--- config.mk ---
export PLATFORM = sky130hd
export DESIGN_NAME = bus_arbiter_3req
export DESIGN_NICKNAME = d
export VERILOG_FILES = /design/src/rtl/bus_arbiter_3req.sv
export SDC_FILE = /design/constraint.sdc
export NUM_CORES = 1
export LEC_CHECK = 0
export CAP_MARGIN = 30
export CORE_MARGIN = 2
export CORE_UTILIZATION = 40
export DETAILED_ROUTE_END_ITERATION = 12
export HOLD_SLACK_MARGIN = 0.15
export PLACE_DENSITY = 0.72
export SYNTH_ARGS = -nofsm -noshare
export SYNTH_HDL_FRONTEND = slang
export SYNTH_SLANG_ARGS = --single-unit
--- constraint.sdc ---
create_clock -name clk -period 2.3 [get_ports clk]
set_input_delay 0.23 -clock clk [delete_from_list [all_inputs] [get_ports clk]]
set_output_delay 0.23 -clock clk [all_outputs]
set_load 0.03 [all_outputs]
--- src/rtl/bus_arbiter_3req.sv ---
// ----------------------------------------------------------------------------
// bus_arbiter_3req
//
// Round-robin arbiter and sequencer for a 3-input shared-bus multiplexer.
// One requester is granted at a time. The arbiter drives the external mux
// select code and captures the selected word into a single-entry output
// register with a valid/ready handshake. Each grant is limited to MAX_HOLD
// beats, so a requester that keeps its request high cannot starve the others.
//
// Parameters
//   DATA_WIDTH : width of bus words
//   MAX_HOLD   : maximum beats accepted per grant (1..15)
//
// Ports
//   clk        in   rising-edge clock
//   rst_n      in   asynchronous active-low reset
//   req        in   [2:0] per-requester request
//   ack        out  [2:0] one-hot, requester's word accepted this cycle
//   sel        out  [2:0] mux select (0/1/2 = requester, 3'b011 = idle)
//   mux_out    in   [DATA_WIDTH-1:0] output of the external mux
//   out_data   out  [DATA_WIDTH-1:0] registered accepted word
//   out_valid  out  out_data holds an unconsumed word
//   out_ready  in   downstream accepts out_data this cycle
//   busy       out  high while a grant is active
// ----------------------------------------------------------------------------
module bus_arbiter_3req #(
   parameter int DATA_WIDTH = 16,
   parameter int MAX_HOLD   = 4
) (
   input  logic                  clk,
   input  logic                  rst_n,
   input  logic [2:0]            req,
   output logic [2:0]            ack,
   output logic [2:0]            sel,
   input  logic [DATA_WIDTH-1:0] mux_out,
   output logic [DATA_WIDTH-1:0] out_data,
   output logic                  out_valid,
   input  logic                  out_ready,
   output logic                  busy
);

   localparam logic [3:0] MAX_HOLD_C = 4'(MAX_HOLD);

   typedef enum logic {
      IDLE  = 1'b0,
      GRANT = 1'b1
   } state_t;

   state_t                  state_reg, state_next;
   logic [1:0]              ptr_reg, ptr_next;
   logic [1:0]              gnt_id_reg, gnt_id_next;
   logic [3:0]              beat_cnt_reg, beat_cnt_next;
   logic                    out_valid_reg;
   logic [DATA_WIDTH-1:0]   out_data_reg;

   logic                    fire;
   logic                    req_gnt;
   logic [1:0]              winner;
   logic [1:0]              search_idx [3];
   logic [2:0]              search_hit;

   // (a + b) mod 3 for requester indices 0..2
   function automatic logic [1:0] add_mod3(input logic [1:0] a, input logic [1:0] b);
      logic [2:0] s;
      s = {1'b0, a} + {1'b0, b};
      if (s >= 3'd3)
         s = s - 3'd3;
      return s[1:0];
   endfunction

   // Request bit of a given requester index; index 3 never requests
   function automatic logic req_bit(input logic [2:0] r, input logic [1:0] idx);
      logic b;
      case (idx)
         2'd0:    b = r[0];
         2'd1:    b = r[1];
         2'd2:    b = r[2];
         default: b = 1'b0;
      endcase
      return b;
   endfunction

   // Search order starts at ptr and wraps around the three requesters
   generate
      for (genvar gi = 0; gi < 3; gi++) begin : g_search
         assign search_idx[gi] = add_mod3(ptr_reg, 2'(gi));
         assign search_hit[gi] = req_bit(req, search_idx[gi]);
      end
   endgenerate

   always_comb begin
      winner = search_idx[2];
      if (search_hit[0])
         winner = search_idx[0];
      else if (search_hit[1])
         winner = search_idx[1];
   end

   assign req_gnt = req_bit(req, gnt_id_reg);

   // Next-state logic and combinational outputs
   always_comb begin
      state_next    = state_reg;
      ptr_next      = ptr_reg;
      gnt_id_next   = gnt_id_reg;
      beat_cnt_next = beat_cnt_reg;
      sel           = 3'b011;
      busy          = 1'b0;
      fire          = 1'b0;

      case (state_reg)
         IDLE: begin
            if (|req) begin
               state_next    = GRANT;
               gnt_id_next   = winner;
               beat_cnt_next = 4'd0;
            end
         end
         GRANT: begin
            sel  = {1'b0, gnt_id_reg};
            busy = 1'b1;
            // A beat moves only when the output register is empty or is
            // being drained in the same cycle.
            fire = req_gnt & (~out_valid_reg | out_ready);
            if (fire)
               beat_cnt_next = beat_cnt_reg + 4'd1;
            if (!req_gnt || (fire && (beat_cnt_reg + 4'd1 == MAX_HOLD_C))) begin
               state_next = IDLE;
               ptr_next   = add_mod3(gnt_id_reg, 2'd1);
            end
         end
         default: begin
            state_next = IDLE;
         end
      endcase
   end

   generate
      for (genvar gi = 0; gi < 3; gi++) begin : g_ack
         assign ack[gi] = fire & (gnt_id_reg == 2'(gi));
      end
   endgenerate

   always_ff @(posedge clk or negedge rst_n) begin
      if (!rst_n) begin
         state_reg    <= IDLE;
         ptr_reg      <= 2'd0;
         gnt_id_reg   <= 2'd0;
         beat_cnt_reg <= 4'd0;
      end else begin
         state_reg    <= state_next;
         ptr_reg      <= ptr_next;
         gnt_id_reg   <= gnt_id_next;
         beat_cnt_reg <= beat_cnt_next;
      end
   end

   // Single-entry output stage; a simultaneous fire and drain keeps
   // out_valid high and replaces the word.
   always_ff @(posedge clk or negedge rst_n) begin
      if (!rst_n) begin
         out_valid_reg <= 1'b0;
         out_data_reg  <= '0;
      end else if (fire) begin
         out_valid_reg <= 1'b1;
         out_data_reg  <= mux_out;
      end else if (out_valid_reg && out_ready) begin
         out_valid_reg <= 1'b0;
      end
   end

   assign out_valid = out_valid_reg;
   assign out_data  = out_data_reg;

endmodule
==> results.md, run 1 <==
| Step | Parameter | Value |
|:---|:---|:---|
| critical path | Maximum fanout along the worst path | 5 |
| clock network | Clock transition at the registers of the reported paths | 0.13 ns |
| grt | Vias in the first global route | 1031 |
| final layout | Antenna diode instance count | 0 |
| die | Starting Density | 41.1% |
| die | Die Span Y | 62.3 um |
| place | GPL Wtd Cong | 0.806 |
| power and ir drop | Overall power consumption | 2.79 mW |
| synth | Gate count of the mapped netlist | 113 |
| power and ir drop | Clock network power share | 6.7% |
| die | Total I/O pin count | 46 |
| clock network | Hold-fix buffers, CTS | 0 |
| drt | Via Count | 1038 |
| power and ir drop | Net switching power of the design | 1.18 mW |
| die | Number of placement rows | 21 |
| timing | Number of hold violations in the final report | 0 |
| critical path | CP Cell Sequence | inv_2 -> ha_1 -> a222oi_1 -> buf_4 -> nor4b_4 -> and2_4 -> buf_4 |
| timing | Final worst-path cycle share | 95.6% |
| synth | Post-Synthesis Cell Area | 0.00136 mm^2 |
| power and ir drop | Power share of the sequential group | 29.8% |
| drt | Final antenna-violating net count | 0 |
| drt | Wirelength per Cell | 13.7 um |
| timing | Maximum clock skew at final layout | 0.00492 ns |
| clock network | Clock sink count | 26 |
| run status | Status | finished, final reports clean |
| synth | Top flip-flop cell by instance count after synthesis | dfrtp_1 |
| clock network | Clock Tree Root | clkbuf_4 |
| place | Port-buffer cells | 44 |
| timing | Max-slew violation count | 0 |
| power and ir drop | Switching part of the total power | 42.2% |
| critical path | Endpoint type of the worst setup path | output pin |
| critical path | CP required | 2.07 ns |
| final layout | Commonest non-fill, non-tap cell in the layout | clkdlybuf4s50_1 |
| final layout | Final instance area | 0.00190 mm^2 |
| final layout | Share of layout cells above drive strength 1 | 23.5% |
| power and ir drop | Peak supply drop | 0.899 mV |
| clock network | CTS tree | built |
| power and ir drop | Reported leakage power | 0.846 nW |
| final layout | Synth-to-layout area growth | 39.9% |
| grt | Pin count of the biggest net entering global routing | 27 |
| synth | Net count of the mapped netlist | 145 |
| timing | Peak clock frequency supported by timing | 455 MHz |
| timing | Setup repair after global routing missed its margin | true |
| critical path | Critical Path AT | 1.97 ns |
| clock network | Clock insertion delay at the later pin of the skew report | 0.31 ns |
| synth | Cell variety after synth | 31 |
| synth | Sequential area share after synthesis | 47.8% |
| place | Post-DP Area | 0.00185 mm^2 |
| critical path | Delay contributed by the slowest stage of the critical path | 0.47 ns |
| grt | All-Layer GR Usage | 15.7% |
| flow run | Max cap viols | 0 |
| timing | Final Critical Period | 2.20 ns |
| clock network | H-tree depth | 1 |
| timing | Final setup violation count | 0 |
| critical path | Category of the worst setup path launch point | register |
| place | DPL Wire Length | 2260 um |
| critical path | Crit path buf inv count | 3 |
| timing | Hold slack | 0.266 ns |
| critical path | Slowest cell on the critical path | dfrtp_2 |
| die | Width of the chip | 62.3 um |
| power and ir drop | Logic gate share of total power | 63.5% |
| timing | Max-slew headroom at the worst pin | 66.5% |
| power and ir drop | Ratio of total power to cell area | 1460 mW/mm^2 |
| synth | Number of flops mapped to enable cells by yosys | 0 |
| synth | Average footprint of a synthesized cell | 12.0 um^2 |
| critical path | Family with the most delay on the worst path | simple AND/OR/NAND/NOR gates |
| final layout | Commonest cells after routing, fill and taps aside | clkdlybuf4s50_1 (41), dfrtp_1 (25), nand2_1 (10), mux2_4 (9), ha_1 (9) |
| grt | Total grt overflow | 0 |
| min path | Hold/Removal Path Class | in2async |
| die | Core Box Area | 0.00331 mm^2 |
| grt | Number of antenna violations at the first check in global routing | 0 |
| drt | Aggregate routed wire length | 2860 um |
| drt | Number of detailed-routing iterations run before antenna repair | 4 |
| synth | Fraction of registers with async set/reset | 100% |
| final layout | Number of flip-flops in the largest register | 16 |
| critical path | Type of the setup path with the least slack | reg2out |
| synth | Register bit total from synthesis | 26 |
| die | Total die area | 0.00389 mm^2 |
| clock network | Clock tree buffer depth | 2 |
| timing | Slew at the pin closest to its max-slew limit | 0.498 ns |
| synth | Yosys warning total | 0 |
| clock network | CTS buffer count | 3 |
| power and ir drop | Internal Power | 1.61 mW |
| drt | Violation count after the first detailed-route iteration | 40 |
| final layout | Fin nets | 196 |
| drt | Number of remaining DRC errors | 0 |
| drt | Mean number of vias per cell | 4.99 |
| grt | Global-route wire length before repair | 4820 um |
| critical path | Cell mode on critical path | buf_4 |
[layout make-up]
type | count | area, um^2
fill | 295 | 1410
multi-input combinational | 78 | 672
sequential | 26 | 652
timing repair buffer | 50 | 482
tap | 46 | 57.6
clock buffer | 3 | 22.5
inverter | 5 | 18.8
[worst reg2reg max path, stage by stage, from the launching register on]
cell	delay, ns
dfrtp_2	0.47
inv_2	0.09
ha_1	0.17
a222oi_1	0.09
buf_4	0.16
nor4b_4	0.33
buf_4	0.17
buf_4	0.24
mux2_4	0.33
[power groups by stage]
stage / Clock (mW) / Sequential [mW] / Combinational, mW
2_1_floorplan: 0 / 1.13 / 0.826
3_3_place_gp: 0 / 0.832 / 1.69
3_5_place_dp: 0 / 0.840 / 1.74
4_1_cts: 0.197 / 0.830 / 1.75
5_1_grt: 0.212 / 0.873 / 1.89
6_report: 0.186 / 0.832 / 1.77
[final timing paths]
path | slack, ns | end | cells past startpoint | start
setup reg to reg | 0.16 | out_data[5] | 8 | gnt_id_reg[0]
max in group asynchronous | 1.77 | gnt_id_reg[0] | 2 | rst_n
hold reg to reg | 0.52 | out_data[13] | 1 | out_data[13]
hold / removal | 0.27 | out_data[14] | 2 | rst_n
setup / recovery | 0.10 | ack[1] | 7 | gnt_id_reg[0]
min in group clk | 0.51 | out_data[9] | 2 | mux_out[9]
[synth_stat cells, types with 2 or more instances]
master | number | area, um^2
dfrtp_1 | 26 | 651
ha_1 | 10 | 125
nand2_1 | 10 | 37.5
mux2_4 | 9 | 135
mux2_2 | 8 | 90.1
o21ai_0 | 7 | 35.0
inv_1 | 5 | 18.8
and2_1 | 4 | 25.0
nand3b_1 | 4 | 30.0
o31ai_1 | 3 | 22.5
a21oi_1 | 2 | 10.0
nand2b_1 | 2 | 12.5
nand3_1 | 2 | 10.0
nor2_1 | 2 | 7.51
nor3_1 | 2 | 10.0
or2_2 | 2 | 12.5
[cell families after synthesis]
family | Yosys count | synth area share, %
adder cells (fa/ha/maj) | 10 | 9.19
AND/OR/NAND/NOR | 31 | 13.5
AO/OA/AOI/OAI | 17 | 7.90
XOR/XNOR | 1 | 0.643
flip-flops | 26 | 47.8
other | 1 | 0.275
multiplexers | 18 | 17.3
buffers and inverters | 9 | 3.40
[metal layers]
layer | part of all wire [%] | GRT usage (%) | up-vias
li1 | - | - | 491
met1 | 43 | 18.6 | 505
met2 | 49 | 27.0 | 38
met3 | 7.1 | 5.80 | 4
met4 | 1.1 | 4.17 | 0
met5 | 0 | 0 | -
[per-stage QoR]
| stage | cells | setup TNS (ns) | setup WS (ns) | utilization, % |
|---|---|---|---|---|
| after detailed placement | 203 | 0 | 0.143 | 56.0 |
| after global routing | 208 | -0.0292 | -0.0169 | 57.5 |
| after global placement | 203 | 0 | 0.200 | 56.0 |
| after CTS | 206 | 0 | 0.0238 | 56.7 |
| final | 208 | 0 | 0.102 | 57.5 |
| after floorplan | 113 | 0 | 0.209 | - |
[repair_timing]
item                                    CTS  global route
buffers inserted                          0             2
endpoints found under the setup margin    0             3
resized for setup                         0             7
(Power assumes the default switching activity.)
==> run 2, diff against run 1 <==
--- a/config.mk
+++ b/config.mk
@@ -10,7 +10,7 @@
 export CORE_UTILIZATION = 40
 export DETAILED_ROUTE_END_ITERATION = 12
 export HOLD_SLACK_MARGIN = 0.15
-export PLACE_DENSITY = 0.72
+export PLACE_DENSITY = 0.83
 export SYNTH_ARGS = -nofsm -noshare
 export SYNTH_HDL_FRONTEND = slang
 export SYNTH_SLANG_ARGS = --single-unit
==> results.md, run 2 (synthesis results as in run 1) <==
| Step | Parameter | Value |
|:---|:---|:---|
| run status | Status | finished, final reports clean |
| die | Core Box Area | 0.00331 mm^2 |
| final layout | Filler Cells Inserted | 292 |
| grt | Vias in the first global route | 1074 |
| place | GPL Wtd Cong | 0.885 |
| die | Die Span Y | 62.3 um |
| timing | Setup Total Neg Slack | 0 ns |
| clock network | CTS buffer count | 3 |
| drt | Number of remaining DRC errors | 0 |
| timing | Maximum clock skew at final layout | 0.00890 ns |
| drt | Final antenna-violating net count | 0 |
| grt | Number of antenna violations at the first check in global routing | 0 |
| place | Cell count after placement | 203 |
| clock network | Clock sink count | 26 |
| critical path | Startpoint of the worst setup timing path | gnt_id_reg[1] |
| clock network | CTS tree | built |
| flow run | Max cap viols | 0 |
| critical path | Type of the setup path with the least slack | reg2out |
| grt | Pin count of the biggest net entering global routing | 27 |
| final layout | Fin nets | 196 |
| place | Worst-case setup slack after placement | 0.115 ns |
| final layout | Final core utilization | 58.0% |
| power and ir drop | Overall power consumption | 2.90 mW |
| critical path | R2R Setup Slk | 0.17 ns |
| final layout | Commonest non-fill, non-tap cell in the layout | clkdlybuf4s50_1 |
| final layout | Share of layout cells above drive strength 1 | 21.5% |
| timing | Hold slack | 0.267 ns |
| min path | Hold/Removal Path Class | in2async |
| critical path | CP required | 2.07 ns |
| timing | Final worst-path cycle share | 94.5% |
| critical path | Maximum fanout along the worst path | 5 |
| drt | Number of detailed-routing iterations run before antenna repair | 4 |
| grt | Global-route wire length before repair | 4900 um |
| grt | Total grt overflow | 0 |
| place | Post-DP Area | 0.00185 mm^2 |
| drt | Violation count after the first detailed-route iteration | 40 |
| drt | Wirelength per Cell | 14.2 um |
| clock network | H-tree depth | 1 |
| timing | Final setup violation count | 0 |
| critical path | Capture point of the critical path | ack[0] |
| grt | All-Layer GR Usage | 15.5% |
| final layout | Antenna diode instance count | 0 |
| die | Number of placement rows | 21 |
| place | DPL Wire Length | 2280 um |
| clock network | Clock Tree Root | clkbuf_4 |
| timing | Final Critical Period | 2.17 ns |
| clock network | Clock transition at the registers of the reported paths | 0.13 ns |
| final layout | Number of standard cells in the final layout excluding fillers | 209 |
| power and ir drop | Peak supply drop | 0.830 mV |
| critical path | Endpoint type of the worst setup path | output pin |
| final layout | Synth-to-layout area growth | 41.2% |
| final layout | Commonest cells after routing, fill and taps aside | clkdlybuf4s50_1 (41), dfrtp_1 (26), nand2_1 (10), ha_1 (10) |
| timing | Max-slew violation count | 0 |
| drt | Via Count | 1044 |
| die | Total die area | 0.00389 mm^2 |
| critical path | Critical R2R Capture | out_data[14] |
| timing | Number of hold violations in the final report | 0 |
| die | Starting Density | 41.1% |
| place | Port-buffer cells | 44 |
| final layout | Number of flip-flops in the largest register | 16 |
| final layout | Final instance area | 0.00192 mm^2 |
| die | Total I/O pin count | 46 |
| drt | Aggregate routed wire length | 2970 um |
| timing | Peak clock frequency supported by timing | 460 MHz |
| power and ir drop | Ratio of total power to cell area | 1510 mW/mm^2 |
| critical path | Critical Path AT | 1.94 ns |
| critical path | Category of the worst setup path launch point | register |
| critical path | Reg2Reg Launch Point | gnt_id_reg[1] |
| clock network | Clock tree buffer depth | 2 |
| timing | Final worst-path setup slack | 0.128 ns |
| power and ir drop | Reported leakage power | 0.860 nW |
| die | Width of the chip | 62.3 um |
| critical path | Cell depth of the worst flop-to-flop path | 8 |
| drt | Mean number of vias per cell | 5.00 |
| clock network | Clock insertion delay at the later pin of the skew report | 0.31 ns |
## run 2: changes by cell type in the layout (fill, tap and decap cells not counted), sizes merged
cell	change
bufinv	+1
## run 2: repair_timing
item                       4_1_cts  5_1_grt
pin swaps                        0        1
setup endpoints to repair        1        3
setup buffers                    0        2
gates resized for setup          1        1
hold buffers                     0        0
cloned                           0        0
## run 2: layout make-up
class                      count  area (um^2)  area share, %
multi-input combinational     78          664           34.6
sequential                    26          651           33.9
timing repair buffer          50          478           24.9
clock buffer                   3         22.5           1.17
clock inverter                 1         30.0           1.56
inverter                       5         18.8          0.977
tap                           46         57.6           2.99
## run 2: how the worst min path moves through the flow
stage | start | to | cells past startpoint | slack (ns)
after floorplan | rst_n | beat_cnt_reg[0] | 0 | -0.07
after global routing | rst_n | beat_cnt_reg[0] | 2 | 0.28
final | rst_n | state_reg | 2 | 0.27
after CTS | rst_n | gnt_id_reg[0] | 2 | 0.26
after global placement | out_data[7] | out_data[7] | 1 | 0.50
after detailed placement | out_data[14] | out_data[14] | 1 | 0.50
## run 2: worst max-delay path: stages (launching register included)
cell and delay, ns:
dfrtp_1 0.43, inv_2 0.11, ha_1 0.17, a222oi_1 0.10, buf_4 0.16, nor4b_4 0.31, and2_1 0.18, buf_4 0.16
## run 2: routing by layer
metal | vias to the layer above | routed length, um | track usage [%]
li1 | 489 | - | -
met5 | - | 0 | 0
met4 | 0 | 17 | 2.50
met3 | 2 | 147 | 3.62
met1 | 514 | 1190 | 18.5
met2 | 39 | 1610 | 28.8
## run 2: report_power, final
group	total, mW	switching, mW	internal, mW
combinational	1.77	0.906	0.862
sequential	0.835	0.160	0.675
clock	0.300	0.124	0.176
